## src/rtl/term_link.sv

```systemverilog
// Terminal glue: buffered keyboard-to-UART path with newline translation and a
// UART-to-display FIFO with optional local echo and saturating drop counters.
module term_link #(
    parameter int DISP_DEPTH_LOG2 = 4,
    parameter int KB_DEPTH_LOG2   = 2,
    parameter int DISP_BITS       = 7
) (
    input  logic                       clk_in,
    input  logic                       rst_n_in,
    input  logic [7:0]                 kb_data_in,
    input  logic                       kb_valid_in,
    output logic [7:0]                 tx_data_out,
    output logic                       tx_start_out,
    input  logic                       tx_ready_in,
    input  logic [7:0]                 rx_data_in,
    input  logic                       rx_valid_in,
    output logic [DISP_BITS-1:0]       disp_data_out,
    output logic                       disp_write_out,
    input  logic                       disp_ready_in,
    input  logic [1:0]                 mode_in,
    input  logic                       echo_in,
    output logic [DISP_DEPTH_LOG2:0]   disp_level_out,
    output logic [7:0]                 rx_drop_out,
    output logic [7:0]                 kb_drop_out
);

    localparam int DISP_DEPTH = 2 ** DISP_DEPTH_LOG2;
    localparam int KB_DEPTH   = 2 ** KB_DEPTH_LOG2;

    typedef enum logic [1:0] {IDLE, LF_PEND, HOLD} tx_state_e;

    logic [7:0]                 kb_mem [KB_DEPTH];
    logic [DISP_BITS-1:0]       dp_mem [DISP_DEPTH];

    logic [KB_DEPTH_LOG2:0]     kb_wr_q, kb_wr_d, kb_rd_q, kb_rd_d;
    logic [DISP_DEPTH_LOG2:0]   dp_wr_q, dp_wr_d, dp_rd_q, dp_rd_d;
    tx_state_e                  state_q, state_d;
    logic [7:0]                 tx_data_q, tx_data_d;
    logic                       tx_start_q, tx_start_d;
    logic [7:0]                 rx_drop_q, rx_drop_d;
    logic [7:0]                 kb_drop_q, kb_drop_d;

    logic                       kb_empty, kb_full, kb_push;
    logic                       dp_empty, dp_full, dp_push, dp_pop;
    logic [7:0]                 kb_head, tx_byte;
    logic [DISP_BITS-1:0]       dp_wdata;
    logic                       launch, lf_pair;
    logic                       unused_rx;

    assign unused_rx = ^rx_data_in;

    assign kb_empty = (kb_wr_q == kb_rd_q);
    assign kb_full  = (kb_wr_q[KB_DEPTH_LOG2] != kb_rd_q[KB_DEPTH_LOG2]) &&
                      (kb_wr_q[KB_DEPTH_LOG2-1:0] == kb_rd_q[KB_DEPTH_LOG2-1:0]);
    assign dp_empty = (dp_wr_q == dp_rd_q);
    assign dp_full  = (dp_wr_q[DISP_DEPTH_LOG2] != dp_rd_q[DISP_DEPTH_LOG2]) &&
                      (dp_wr_q[DISP_DEPTH_LOG2-1:0] == dp_rd_q[DISP_DEPTH_LOG2-1:0]);

    assign kb_head  = kb_mem[kb_rd_q[KB_DEPTH_LOG2-1:0]];
    assign kb_push  = kb_valid_in && !kb_full;

    // An echoing launch waits for a free display slot not claimed by the receiver.
    assign launch   = (state_q == IDLE) && tx_ready_in && !kb_empty &&
                      (!echo_in || (!dp_full && !rx_valid_in));
    assign lf_pair  = ((mode_in == 2'd2) && (kb_head == 8'h0A)) ||
                      ((mode_in == 2'd3) && (kb_head == 8'h0D));
    assign tx_byte  = (((mode_in == 2'd1) || (mode_in == 2'd2)) && (kb_head == 8'h0A)) ?
                      8'h0D : kb_head;

    assign dp_push  = rx_valid_in ? !dp_full : (launch && echo_in && !dp_full);
    assign dp_wdata = rx_valid_in ? rx_data_in[DISP_BITS-1:0] : kb_head[DISP_BITS-1:0];
    assign dp_pop   = disp_ready_in && !dp_empty;

    assign disp_write_out = dp_pop;
    assign disp_data_out  = dp_empty ? '0 : dp_mem[dp_rd_q[DISP_DEPTH_LOG2-1:0]];
    assign disp_level_out = dp_wr_q - dp_rd_q;
    assign tx_data_out    = tx_data_q;
    assign tx_start_out   = tx_start_q;
    assign rx_drop_out    = rx_drop_q;
    assign kb_drop_out    = kb_drop_q;

    always_comb begin
        // NOTE: every _d signal takes its hold value first, so no path leaves it unassigned (no latch).
        state_d    = state_q;
        tx_data_d  = tx_data_q;
        tx_start_d = 1'b0;
        unique case (state_q)
            IDLE: begin
                if (launch) begin
                    tx_data_d  = tx_byte;
                    tx_start_d = 1'b1;
                    state_d    = lf_pair ? LF_PEND : HOLD;
                end
            end
            LF_PEND: begin
                // The first LF_PEND cycle is the launch strobe cycle; ready is ignored there.
                if (!tx_start_q && tx_ready_in) begin
                    tx_data_d  = 8'h0A;
                    tx_start_d = 1'b1;
                    state_d    = HOLD;
                end
            end
            HOLD:    state_d = IDLE;
            default: state_d = IDLE;
        endcase

        kb_wr_d   = kb_wr_q + (KB_DEPTH_LOG2 + 1)'(kb_push);
        kb_rd_d   = kb_rd_q + (KB_DEPTH_LOG2 + 1)'(launch);
        dp_wr_d   = dp_wr_q + (DISP_DEPTH_LOG2 + 1)'(dp_push);
        dp_rd_d   = dp_rd_q + (DISP_DEPTH_LOG2 + 1)'(dp_pop);
        rx_drop_d = (rx_valid_in && dp_full && (rx_drop_q != 8'hFF)) ? rx_drop_q + 8'd1 : rx_drop_q;
        kb_drop_d = (kb_valid_in && kb_full && (kb_drop_q != 8'hFF)) ? kb_drop_q + 8'd1 : kb_drop_q;
    end

    // NOTE: the storage arrays have no reset; pointers do, and an empty FIFO never exposes its contents.
    always_ff @(posedge clk_in) begin
        if (kb_push) kb_mem[kb_wr_q[KB_DEPTH_LOG2-1:0]] <= kb_data_in;
        if (dp_push) dp_mem[dp_wr_q[DISP_DEPTH_LOG2-1:0]] <= dp_wdata;
    end

    always_ff @(posedge clk_in or negedge rst_n_in) begin
        // NOTE: state updates use non-blocking assignments so every flop samples pre-edge values.
        if (!rst_n_in) begin
            state_q    <= IDLE;
            tx_data_q  <= '0;
            tx_start_q <= 1'b0;
            kb_wr_q    <= '0;
            kb_rd_q    <= '0;
            dp_wr_q    <= '0;
            dp_rd_q    <= '0;
            rx_drop_q  <= '0;
            kb_drop_q  <= '0;
        end else begin
            state_q    <= state_d;
            tx_data_q  <= tx_data_d;
            tx_start_q <= tx_start_d;
            kb_wr_q    <= kb_wr_d;
            kb_rd_q    <= kb_rd_d;
            dp_wr_q    <= dp_wr_d;
            dp_rd_q    <= dp_rd_d;
            rx_drop_q  <= rx_drop_d;
            kb_drop_q  <= kb_drop_d;
        end
    end

endmodule

```

## config.mk

```make
export PLATFORM = sky130hd
export DESIGN_NAME = term_link
export DESIGN_NICKNAME = d
export VERILOG_FILES = /design/src/rtl/term_link.sv
export SDC_FILE = /design/constraint.sdc
export NUM_CORES = 1
export LEC_CHECK = 0
export CORE_MARGIN = 1
export CORE_UTILIZATION = 52
export DETAILED_ROUTE_END_ITERATION = 10
export PLACE_DENSITY_LB_ADDON = 0.05
export SETUP_SLACK_MARGIN = 0.4
export SKIP_LAST_GASP = 1
export SYNTH_ARGS = -nofsm -noshare
export SYNTH_HDL_FRONTEND = slang
export SYNTH_SLANG_ARGS = --single-unit
```

## constraint.sdc

```tcl
create_clock -name clk_in -period 4.7 [get_ports clk_in]
set_input_delay 0.47 -clock clk_in [delete_from_list [all_inputs] [get_ports clk_in]]
set_output_delay 0.47 -clock clk_in [all_outputs]
set_load 0.02 [all_outputs]
```

==> impl_results.md <==
* RSZ-0062 raised after global routing: false
* Total Routing Usage GR at 0.198
* Min Hold Slack at 0.201 ns
* Crit path DAT at 3.51 ns
* Clk sinks at 187
* Netlist cell types at 52
* Area occupied by multi-input gates at 2270 sq um
* Total gr overflow at 0
* Cell taking the most area after synthesis: edfxtp_1
* Most frequent cells in the layout: 144 x edfxtp_1, 60 x clkdlybuf4s50_1, 43 x dfrtp_1
* Std-Cell Rows at 44
* CTS Hold Buffers Added at 0
* Via count at 3944
* Die area at 15600 sq um
* Mean number of vias per cell at 5.69
* Synth async-reset ratio at 0.230
* Violated checks: DRC
* CP Launch Type: flop
* Vert. Die Dim at 125 um
* Worst-path maximum fanout at 20
* Pleak at 3.33 nW
* Yosys warns at 0
* Nets at 539
* Share of layout cells above drive strength 1 at 0.159
* Top-area cell type share of the netlist area at 0.551
* Drt first pass iters at 7
* DRT Wirelength at 14200 um
* Slew headroom at 0.185
* CP required at 4.23 ns
* DP Wirelength at 9710 um
* Power per standard cell area at 675 nW/um^2
* Clock root buffer: clkbuf_16
* Fin. Hold Viols at 0
* Most common cell after layout, fill and taps aside: edfxtp_1
* Min-delay worst type: input port to async pin
* Slowest cell on the critical path: dfrtp_1
* Number of synthesized flops with an enable pin at 144
* Critical path's largest stage delay at 0.76 ns
* Seq/Total Area, Yosys at 0.688
* DRC Markers at 4
* Buf/Inv on CP at 2
* Number of fill cells in the layout at 1065
* Mapped Nets at 465
* GPL Wtd Cong at 0.749
* Setup Fix Bufs, Post-CTS at 0
* FF/Latch Area at 5400 sq um
* Top Layer Used: met4
* Cts bufs inserted at 17
* H-tree lvl count at 4
* Fin crit share at 0.847
* Core box area at 14600 sq um
* Status: finished, violations left
* CTS tree: yes
* Clk_lat worst skew at 0.42 ns
* Cell family with most CP delay: multiplexers
* Largest net degree at the start of global routing at 44
* Main synth FF type: edfxtp_1
* Met1 wire length at 6260 um
* Routed length per instance at 20.5 um
* Met3 routed wirelength at 386 um
* ANT nets after route at 0
* DR iter-0 viols at 215
* Final setup fails at 0
* Syn Inst Count at 423
* Clk slew on worst S/H paths at 0.07 ns
* Initial antenna violation count at 0
* I/O pins at 63
* Met2 Wirelength at 7400 um
* VDD IR max at 0.000287 V
* Synth area leaders: edfxtp_1 55%, dfrtp_1 14%, mux4_2 6.9%
* IO Port Bufs at 61
* Skew final at 0.00743 ns
* Slew @ Worst Pin at 1.21 ns
* Final Max Tran Viols at 0
* Die W at 125 um
* Reg2Reg Depth at 9
* Vias in the first global route at 4252
* Cell Chain, Critical Path: buf_4, mux4_1, mux4_2, nor2b_1, clkdlybuf4s50_1
* Area growth syn-to-layout at 17.3%
* Post-route insts no fill at 693
* Setup TNS at 0 ns
* Antenna Diode Count at 0
* Syn_area_per_cell at 18.6 sq um
* Stages on worst setup path at 5
* Min Tclk post-route at 3.98 ns
* Resize count post-CTS at 0
* Dpl cells at 662
* Clock Path Buffers at 2
* Starting Density at 0.536
* Max Cap Viol at 0
* Critical path endpoint category: primary output
* Critical path class: flop to primary output
* First-pass GRT wire length at 22900 um
* Yosys reg bits at 187
* Achievable Freq at 0.251 GHz
* Synth Cell Area at 7850 sq um
==> metrics by stage <==
stage               setup slack, ns  instance area, sq um  utilization  power [mW]
floorplan                      1.92                  7850            -        4.05
global route                  0.550                  9210        0.629        6.55
CTS                           0.652                  9210        0.629        6.29
finish                        0.720                  9210        0.629        6.22
detailed placement             1.11                  8640        0.590        4.91
global placement               1.11                  8640        0.590        4.87
==> power by group <==
group | switching, mW | leakage [nW] | internal (mW) | total (mW)
logic | 1.22 | 1.21 | 1.12 | 2.34
registers | 0.270 | 1.85 | 2.23 | 2.50
clock network | 0.595 | 0.273 | 0.783 | 1.38
==> cells in the mapped netlist (2+ instances only) <==
| cell type | count |
|---|---|
| edfxtp_1 | 144 |
| dfrtp_1 | 43 |
| mux4_2 | 24 |
| xnor2_1 | 20 |
| mux4_1 | 19 |
| nor2_1 | 17 |
| ha_1 | 16 |
| nand2_1 | 16 |
| inv_1 | 14 |
| nand3_1 | 11 |
| nor2b_1 | 9 |
| xor2_1 | 9 |
| clkbuf_1 | 8 |
| inv_2 | 6 |
| mux2_2 | 6 |
| and3_1 | 5 |
| nand4_1 | 5 |
| nor3_1 | 5 |
| a22o_1 | 4 |
| a21oi_1 | 3 |
| nor4_1 | 3 |
| a21o_1 | 2 |
| a221o_1 | 2 |
| buf_12 | 2 |
| buf_6 | 2 |
| nor3b_1 | 2 |
==> worst reg2reg max path: stages (launching register included) <==
cell,delay [ns]
dfrtp_1,0.66
inv_1,0.09
ha_1,0.36
and4_1,0.30
nor2b_1,0.76
nor2b_1,0.23
ha_1,0.28
ha_1,0.21
nand3_1,0.11
xnor2_1,0.14
==> final cells by class <==
type                    instances  share of cell area
inverters                      20             0.00815
flip-flops and latches        187               0.586
multi-input cells             202               0.246
clock buffers                  17              0.0462
clock inverters                14              0.0156
repair buffers                 69              0.0723
well taps                     184              0.0250
==> routing by layer <==
| layer | vias to the layer above | global-route usage |
|---|---|---|
| met5 | - | 0 |
| met4 | 0 | 0.0610 |
| met3 | 15 | 0.0382 |
| met2 | 73 | 0.341 |
| met1 | 2039 | 0.257 |
| li1 | 1817 | - |
==> path summary, 6_finish.rpt <==
| kind | from | to | slack (ns) |
|---|---|---|---|
| worst max-delay path | dp_rd_q[0]$_DFF_PN0_ | disp_data_out[3] | 0.72 |
| worst min-delay path | rst_n_in | kb_drop_out[0]$_DFFE_PN0P_ | 0.20 |
| worst max register to register | dp_rd_q[2]$_DFF_PN0_ | dp_rd_q[4]$_DFF_PN0_ | 1.50 |
| worst min register to register | rx_drop_out[6]$_DFFE_PN0P_ | rx_drop_out[6]$_DFFE_PN0P_ | 0.51 |
| max in group asynchronous | rst_n_in | tx_data_out[5]$_DFFE_PN0P_ | 3.88 |
| min in group clk_in | rx_drop_out[6]$_DFFE_PN0P_ | rx_drop_out[6]$_DFFE_PN0P_ | 0.51 |
==> cells by family after synthesis <==
kind of cell / after synthesis / share of synthesized area
xor gates and xnor gates: 30 / 0.0344
buffers and inverters: 34 / 0.0230
AOI/OAI and AO/OA: 23 / 0.0282
muxes: 50 / 0.143
DFF: 187 / 0.688
and+or+nand+nor: 82 / 0.0558
adders and majority gates: 17 / 0.0281
==> state kept, by name (all words and copies together), names as in the netlist <==
| register | cells |
|---|---|
| dp_wr_q | 5 |
| tx_data_out | 8 |
| state_q | 2 |
| kb_wr_q | 3 |
| kb_mem | 32 |
| tx_start_out | 1 |
| kb_drop_out | 8 |
| dp_mem | 112 |
| rx_drop_out | 8 |
| dp_rd_q | 5 |
| kb_rd_q | 3 |
(Power assumes the default switching activity.)
